`src/rtl/pwm_spi_write_arbiter.sv`:
```
// Purpose: round-robin arbiter for four PWM level writers, serialising each granted write as a 24-bit SPI mode-0 frame.
// Latency: grant one cycle after a request is seen in IDLE; done 51*SCLK_DIV cycles after the first SETUP cycle.
// Backpressure: one frame in flight; requests wait (held high) until granted, nothing is granted while busy.
//
// Ports:
//   clk, reset_n            clock, asynchronous active-low reset
//   req[3:0]                per-requester write request, held until its grant bit pulses
//   req_chan[7:0]           requester i channel in [2i+1:2i]
//   req_level[31:0]         requester i level in [8i+7:8i]
//   grant[3:0]              one-hot single-cycle accept pulse
//   busy                    frame in progress (grant cycle through end of GAP)
//   done, err, echo[7:0]    end-of-frame pulse, echo mismatch flag, byte read back on miso
//   cs, sclk, mosi, miso    SPI master pins (cs active-low, sclk idle low, MSB first out, LSB first echo in)
module pwm_spi_write_arbiter #(
    parameter int SCLK_DIV = 4
) (
    input  logic        clk,
    input  logic        reset_n,
    input  logic [3:0]  req,
    input  logic [7:0]  req_chan,
    input  logic [31:0] req_level,
    output logic [3:0]  grant,
    output logic        busy,
    output logic        done,
    output logic        err,
    output logic [7:0]  echo,
    output logic        cs,
    output logic        sclk,
    output logic        mosi,
    input  logic        miso
);

    typedef enum logic [2:0] {IDLE, SETUP, LOW, HIGH, HOLD, GAP} state_t;

    localparam logic [7:0] DIV_LAST = 8'(SCLK_DIV - 1);
    localparam logic [7:0] DIV_PRE  = 8'(SCLK_DIV - 2);

    state_t      state;
    logic [1:0]  rr_ptr;
    logic [7:0]  div_cnt;
    logic [4:0]  bit_cnt;
    logic [23:0] frame_sr;
    logic [7:0]  level_q;
    logic [7:0]  rx_sr;

    logic        pick_vld;
    logic [1:0]  pick_idx;
    logic [1:0]  pick_chan;
    logic [7:0]  pick_level;
    logic        div_end;

    // Scan from the farthest offset down so the requester closest to rr_ptr wins.
    always_comb begin
        pick_vld = 1'b0;
        pick_idx = rr_ptr;
        for (int i = 3; i >= 0; i--) begin
            if (req[rr_ptr + 2'(i)]) begin
                pick_vld = 1'b1;
                pick_idx = rr_ptr + 2'(i);
            end
        end
    end

    assign pick_chan  = req_chan[{pick_idx, 1'b0} +: 2];
    assign pick_level = req_level[{pick_idx, 3'b000} +: 8];
    assign div_end    = (div_cnt == DIV_LAST);

    always_ff @(posedge clk or negedge reset_n) begin
        if (!reset_n) begin
            state    <= IDLE;
            rr_ptr   <= 2'd0;
            div_cnt  <= 8'd0;
            bit_cnt  <= 5'd0;
            frame_sr <= 24'd0;
            level_q  <= 8'd0;
            rx_sr    <= 8'd0;
            grant    <= 4'd0;
            busy     <= 1'b0;
            done     <= 1'b0;
            err      <= 1'b0;
            echo     <= 8'd0;
            cs       <= 1'b1;
            sclk     <= 1'b0;
            mosi     <= 1'b0;
        end else begin
            grant   <= 4'd0;
            done    <= 1'b0;
            div_cnt <= div_end ? 8'd0 : div_cnt + 8'd1;
            case (state)
                IDLE: begin
                    div_cnt <= 8'd0;
                    if (pick_vld) begin
                        grant    <= 4'b0001 << pick_idx;
                        rr_ptr   <= pick_idx + 2'd1;
                        level_q  <= pick_level;
                        frame_sr <= {1'b1, 5'b00000, pick_chan, pick_level, 8'h00};
                        rx_sr    <= 8'd0;
                        bit_cnt  <= 5'd0;
                        mosi     <= 1'b1;   // frame bit 23 is always the write flag
                        cs       <= 1'b0;
                        sclk     <= 1'b0;
                        busy     <= 1'b1;
                        state    <= SETUP;
                    end
                end
                SETUP: begin
                    if (div_end) state <= LOW;
                end
                LOW: begin
                    if (div_end) begin
                        sclk  <= 1'b1;
                        state <= HIGH;
                        // Echo arrives LSB first during the third byte; shift in from the top.
                        if (bit_cnt >= 5'd16) rx_sr <= {miso, rx_sr[7:1]};
                    end
                end
                HIGH: begin
                    if (div_end) begin
                        sclk     <= 1'b0;
                        bit_cnt  <= bit_cnt + 5'd1;
                        frame_sr <= frame_sr << 1;
                        mosi     <= frame_sr[22];
                        state    <= (bit_cnt == 5'd23) ? HOLD : LOW;
                    end
                end
                HOLD: begin
                    if (div_end) begin
                        cs    <= 1'b1;
                        state <= GAP;
                    end
                end
                GAP: begin
                    // Registered done: raise it one cycle early so it is seen on the last GAP cycle.
                    if (div_cnt == DIV_PRE) begin
                        done <= 1'b1;
                        echo <= rx_sr;
                        err  <= (rx_sr != level_q);
                    end
                    if (div_end) begin
                        busy  <= 1'b0;
                        state <= IDLE;
                    end
                end
                default: state <= IDLE;
            endcase
        end
    end

endmodule

```
`config.mk`:
```
export PLATFORM = sky130hd
export DESIGN_NAME = pwm_spi_write_arbiter
export DESIGN_NICKNAME = d
export VERILOG_FILES = /design/src/rtl/pwm_spi_write_arbiter.sv
export SDC_FILE = /design/constraint.sdc
export NUM_CORES = 1
export LEC_CHECK = 0
export ABC_AREA = 1
export BUFFER_PORTS_ARGS = -buffer_cell sky130_fd_sc_hd__buf_2
export CAP_MARGIN = 20
export CORE_AREA = 2 2 86 88
export DETAILED_ROUTE_END_ITERATION = 10
export DIE_AREA = 0 0 88 90
export MAX_ROUTING_LAYER = met4
export PLACE_DENSITY = 0.75
export SYNTH_ARGS = -nofsm -noshare
export SYNTH_HDL_FRONTEND = slang
export SYNTH_SLANG_ARGS = --single-unit
```
`constraint.sdc`:
```
create_clock -name clk -period 1.5 [get_ports clk]
set_input_delay 0.3 -clock clk [delete_from_list [all_inputs] [get_ports clk]]
set_output_delay 0.3 -clock clk [all_outputs]
set_load 0.01 [all_outputs]
```
Yosys cells after proc, flatten, opt, wreduce, memory -nomap -nowiden. Index checks and enable logic that the tools add are counted.

Logic and storage cells: 108. Output and inout port bits: 18. Input bits: 47. Register bits after elaboration: 75.

Shift-type cells: 3. Reductions and logical operators: 14. Equality and inequality tests: 16. Multiplexer cells: 49. Order comparisons: 5. $add $sub $neg: 6.

Operator list (number): 23-bit 2-to-1 mux (2); 23-bit one-hot mux with 2 select lines (1); 8-bit 2-to-1 mux (5); 32-bit by 6-bit indexed part select with 8-bit output (1); 3-bit 2-to-1 mux (7); 3-bit one-hot mux with 6 select lines (1); 8-bit by 2-bit equality test with 1-bit output, second input constant (2); 8-bit one-hot mux with 2 select lines (1); 1-bit 2-to-1 mux (15); 2-bit inequality test, second input constant (7); 2-bit by 3-bit < comparator with 1-bit output, second input constant (4); 5-bit 2-to-1 mux (2); 5-bit one-hot mux with 2 select lines (1); 3-bit AND reduction (3); 8-bit by 1-bit adder with 8-bit output, second input constant (1); 1-bit binary-select mux with 2-bit select (4); 2-bit 2-to-1 mux (4); 4-bit 2-to-1 mux (2); 8-bit inequality test (1); 4-bit AND reduction (2); 2-bit nonzero test (4); 8-bit by 4-bit indexed part select with 2-bit output (1); 3-bit by 2-bit equality test with 1-bit output, second input constant (2); 3-bit equality test, second input constant (2); other kinds (13) (18).

Logic depth before layout (Yosys ltp).
Depth in word-level cells: 10. Mapped depth: 17. Gate-level depth less buffers: 15.

Worst setup path before layout. No wires, ideal clock.

Path type: register -> register. Start: register rr_ptr[0]. End: register frame_sr[10]. Cell stages (with the launch flop): 17. Data arrival time: 1.552 ns. Path slack: -0.173 ns. Data required time: 1.379 ns. Setup time: 0.121 ns. Path buffers: 2. Period minus slack after synthesis: 1.673 ns. Path through: dfrtp_1 > buf_6 > inv_6 > nand2_1 > nand2_1 > nand2_1 > nand2_1 > nand2_1 > nand2_1 > nand3_1 > nand2_2 > inv_2 > buf_6 > nand2_1 > nand3_1 > nand3_1 > nand2_1.

Word-level cells in the longest chain between the ends: 10. Elaborated cells on any way between the ends: 24. Classes of those cells: add/sub: 3; eq/ne: 1; shift: 1; mux: 18; reduce/logical: 1.

Ends and longest elaborated chain: start, declared (line 39) `logic [1:0] rr_ptr;`; start signal, assigned (line 94) `rr_ptr <= pick_idx + 2'd1;`; 2-bit adder (line 57, 59); 1-bit binary-select mux with 2-bit select (line 57) `if (req[rr_ptr + 2'(i)]) begin`; 1-bit 2-to-1 mux (not written as such) (line 57); 2-bit 2-to-1 mux (4 in series) (line 57); 32-bit by 6-bit indexed part select with 8-bit output (line 65) `assign pick_level = req_level[{pick_idx, 3'b000} +: 8];`; 23-bit 2-to-1 mux (line 92) `if (pick_vld) begin`; 23-bit one-hot mux with 2 select lines (line 89) `case (state)`; end signal, assigned (line 96) `frame_sr <= {1'b1, 5'b00000, pick_chan, pick_level, 8'h00};`; end signal, assigned (line 121) `frame_sr <= frame_sr << 1;`; end, declared (line 42) `logic [23:0] frame_sr;`.

Parallel ways exist; a longest one is shown, timed or not. The select of a mux whose other input is x is not followed. A chain may end at the register's enable or synchronous reset.

Worst setup path after layout.
Start: register rr_ptr[0]. End: register level_q[7].

Word-level cells in the longest chain between the ends: 8. Elaborated cells on any way between the ends: 21. Classes of those cells: add/sub: 3; shift: 1; mux: 16; reduce/logical: 1.

Ends and longest elaborated chain: 2-bit adder (line 57, 59); 1-bit binary-select mux with 2-bit select (line 57); 1-bit 2-to-1 mux (not written as such) (line 57); 2-bit 2-to-1 mux / 1-bit 2-to-1 mux (equally long branches) (4 in series) (line 57); 32-bit by 6-bit indexed part select with 8-bit output / 2-bit AND reduction (equally long branches); end signal, assigned (line 95) `level_q <= pick_level;`; end, declared (line 43) `logic [7:0] level_q;`.

Parallel ways exist; a longest one is shown, timed or not. The select of a mux whose other input is x is not followed.

==> summary.md <==
| Metric | Value |
|---|---|
| Insertion delay to the later sink of the worst-skew pair | `0.36 ns` |
| CTS tree | `yes` |
| Die Footprint | `7920 µm²` |
| Overall routing resource usage | `25.89%` |
| Worst Setup End Kind | `flop` |
| EDFF count, synth | `0` |
| Dpl ws | `-0.4884 ns` |
| Setup TNS | `-20.65 ns` |
| Power Internal | `7.222 mW` |
| Antenna Cells | `0` |
| Initial Util | `49.03%` |
| CP Class | `flop to flop` |
| Num ports | `65` |
| Clock Pin Slew Worst Setup and Hold Paths | `0.08 ns` |
| Root Driver | `clkbuf_8` |
| Mean Syn Cell Area | `7.931 µm²` |
| Psw | `6.444 mW` |
| Net Count, Synth | `484` |
| Yosys warnings | `0` |
| CP required | `1.74 ns` |
| Synth Instances | `434` |
| Peak Freq | `0.4877 GHz` |
| Top cell type's share of synthesized area | `47.98%` |
| CTS Sinks | `67` |
| Status | `complete, but fails checks` |
| Fill count | `386` |
| Sequential cell area fraction in the yosys report | `48.75%` |
| First-pass GRT wire length | `15640 µm` |
| CTS Buffer Depth | `2` |
| Post-synth top cells | `nand2_1 (134), dfrtp_1 (66), nand3_1 (54)` |
| Synthesized area | `3442 µm²` |
| Slew HR | `74.87%` |
| Grt ovf | `0` |
| Layout cells sized above 1 | `53.63%` |
| Setup Viol. Count Final | `58` |
| Setup crit start kind | `flop` |
| Most common cell in the netlist | `nand2_1` |
| Synth top area cells | `dfrtp_1 (48%), nand2_1 (15%), nand3_1 (7.9%), inv_1 (4.7%), o21ai_0 (3.3%)` |
| Leakage | `2.741 nW` |
| GP Congestion | `0.8781` |
| Vias in the first global route | `3328` |
| Die W | `88 µm` |
| Max Cap Violations | `0` |
| Post-DP HPWL | `5799 µm` |
| CTS HTree Levels | `3` |
| Total routed wirelength | `12000 µm` |
| DRC viols | `0` |
| Peak VDD IR | `2.035 mV` |
| Nets@finish | `623` |
| P per Cell Area | `2485 nW/µm²` |
| Setup ws final | `-0.5506 ns` |
| Clock Power Share | `12.8%` |
| Vias | `3683` |
| Initial antenna violation count | `0` |
| Final Max Slew Viols | `0` |
| DR iter-0 viols | `231` |
| Drt first pass iters | `5` |
| Hold Path Class | `input port to flop` |
| Ys async rst share | `100.0%` |
| Period utilisation layout | `136.7%` |
| RSZ-0062 raised after global routing | `yes` |
| Crit path max fanout | `12` |
| Sw frac | `47.15%` |
| Logic pwr share | `66.9%` |
| # port buffers | `64` |
| Routed Antenna Nets | `0` |
| Die height | `90 µm` |
| FF+latch count, synth | `67` |
| Final Hold Violating Endpoints | `0` |
| Sequential power share | `20.4%` |
| Tot Pwr | `13.67 mW` |
| Synth unique cells | `32` |
| Pin count of the biggest net entering global routing | `35` |
| # rows | `31` |
| CTS Buf Count | `9` |
| Drt wl/cell | `17.72 µm` |
| Drt via density | `5.440` |
| Min cycle time layout | `2.051 ns` |
| Syn-to-layout area delta | `59.80%` |
| Core ar. | `7020 µm²` |
| Failing checks | `negative setup slack` |
| Worst Tran Pin Value | `0.3735 ns` |
| Clock Skew | `0.007159 ns` |
| Biggest area consumer among synthesized cells | `dfrtp_1` |
| Primary FF master, synth | `dfrtp_1` |
| Critical Path AT | `2.29 ns` |
metal layers:
layer  track usage [%]  share of wire [%]  wire length [µm]
met2             41.54                 53              6385
met5                 -                  0                 0
met4             7.308                3.9               469
met1             32.75                 37              4451
met3             5.969                5.8               690
flip-flops by register name, summed over array words and instances, names as in the netlist:
register,count
frame_sr,15
div_cnt,8
echo,8
level_q,8
rx_sr,8
bit_cnt,5
grant,4
state,3
rr_ptr,2
busy,1
cs,1
done,1
err,1
mosi,1
sclk,1
power by group through the flow:
stage	clock (mW)	combinational [mW]	sequential, mW
4_1_cts	1.73	6.75	2.71
6_report	1.74	9.14	2.78
3_5_place_dp	0	4.98	2.71
2_1_floorplan	0	3.50	2.66
5_1_grt	1.84	9.69	2.84
3_3_place_gp	0	4.84	2.70
cell usage in the layout, fill, tap and decap left out, types with 16 or more instances in the layout:
cell	n
nand3_2	29
buf_4	46
buf_2	64
dfrtp_1	63
inv_1	31
nand2_2	34
buf_6	16
nand2_1	96
nor2_1	20
o21ai_2	17
through the flow:
stage	std cells	instance area, µm²	hold WS (ns)	util [%]
CTS	666	4881	0.1901	69.52
floorplan	434	3468	0.004409	-
finish	677	5500	0.1895	78.35
global route	677	5500	0.1931	78.35
global placement	631	4199	0.1501	59.81
detailed placement	631	4199	0.1503	59.81
logic make-up after synthesis:
logic type,after synthesis,synth area share (%)
xor gates and xnor gates,13,3.308
adders and majority gates,3,1.091
and+or+nand+nor,237,29.52
buffers and inverters,65,9.051
DFF,67,48.75
AOI/OAI and AO/OA,49,8.288
what timing repair did:
item	4_1_cts	5_1_grt
setup buffers	13	8
resized for setup	77	142
gates cloned	5	3
hold buffers	1	0
endpoints found under the hold margin	4	0
pin swaps	19	44
endpoints found under the setup margin	53	63
cell type report:
class                   count  area, µm²  share of cell area [%]
repair inverters            3      25.02                  0.4550
clock inverters             7      98.84                   1.797
repair buffers            139       1111                   20.20
well taps                  99      123.9                   2.252
multi-input cells         302       2103                   38.24
flip-flops and latches     67       1682                   30.57
clock buffers               9      123.9                   2.252
inverters                  51      232.7                   4.231
final timing paths:
check | start | to | slack, ns | cells past startpoint
max | rr_ptr[0]$_DFFE_PN0P_ | level_q[7]$_DFFE_PN0P_ | -0.55 | 15
min | miso | rx_sr[7]$_DFFE_PN0P_ | 0.19 | 3
max reg2reg | rr_ptr[0]$_DFFE_PN0P_ | level_q[7]$_DFFE_PN0P_ | -0.55 | 15
min reg2reg | mosi$_DFFE_PN0P_ | mosi$_DFFE_PN0P_ | 0.49 | 2
max in group asynchronous | reset_n | cs$_DFFE_PN1P_ | 0.71 | 3
min in group asynchronous | reset_n | div_cnt[2]$_DFF_PN0_ | 0.31 | 2
critical path, stage by stage (launching register included):
cell and delay, ns:
dfrtp_2 0.47, buf_6 0.15, nand2_2 0.06, nand2_2 0.07, nand2_2 0.10, buf_6 0.11
nand3_2 0.06, nand2_1 0.07, nand2_1 0.07, nand2_2 0.11, nand2_1 0.09, nand2_2 0.09
buf_12 0.15, nand3_1 0.13, nand3_2 0.11, nand2_1 0.08
Power figures use the tool's default switching activity.
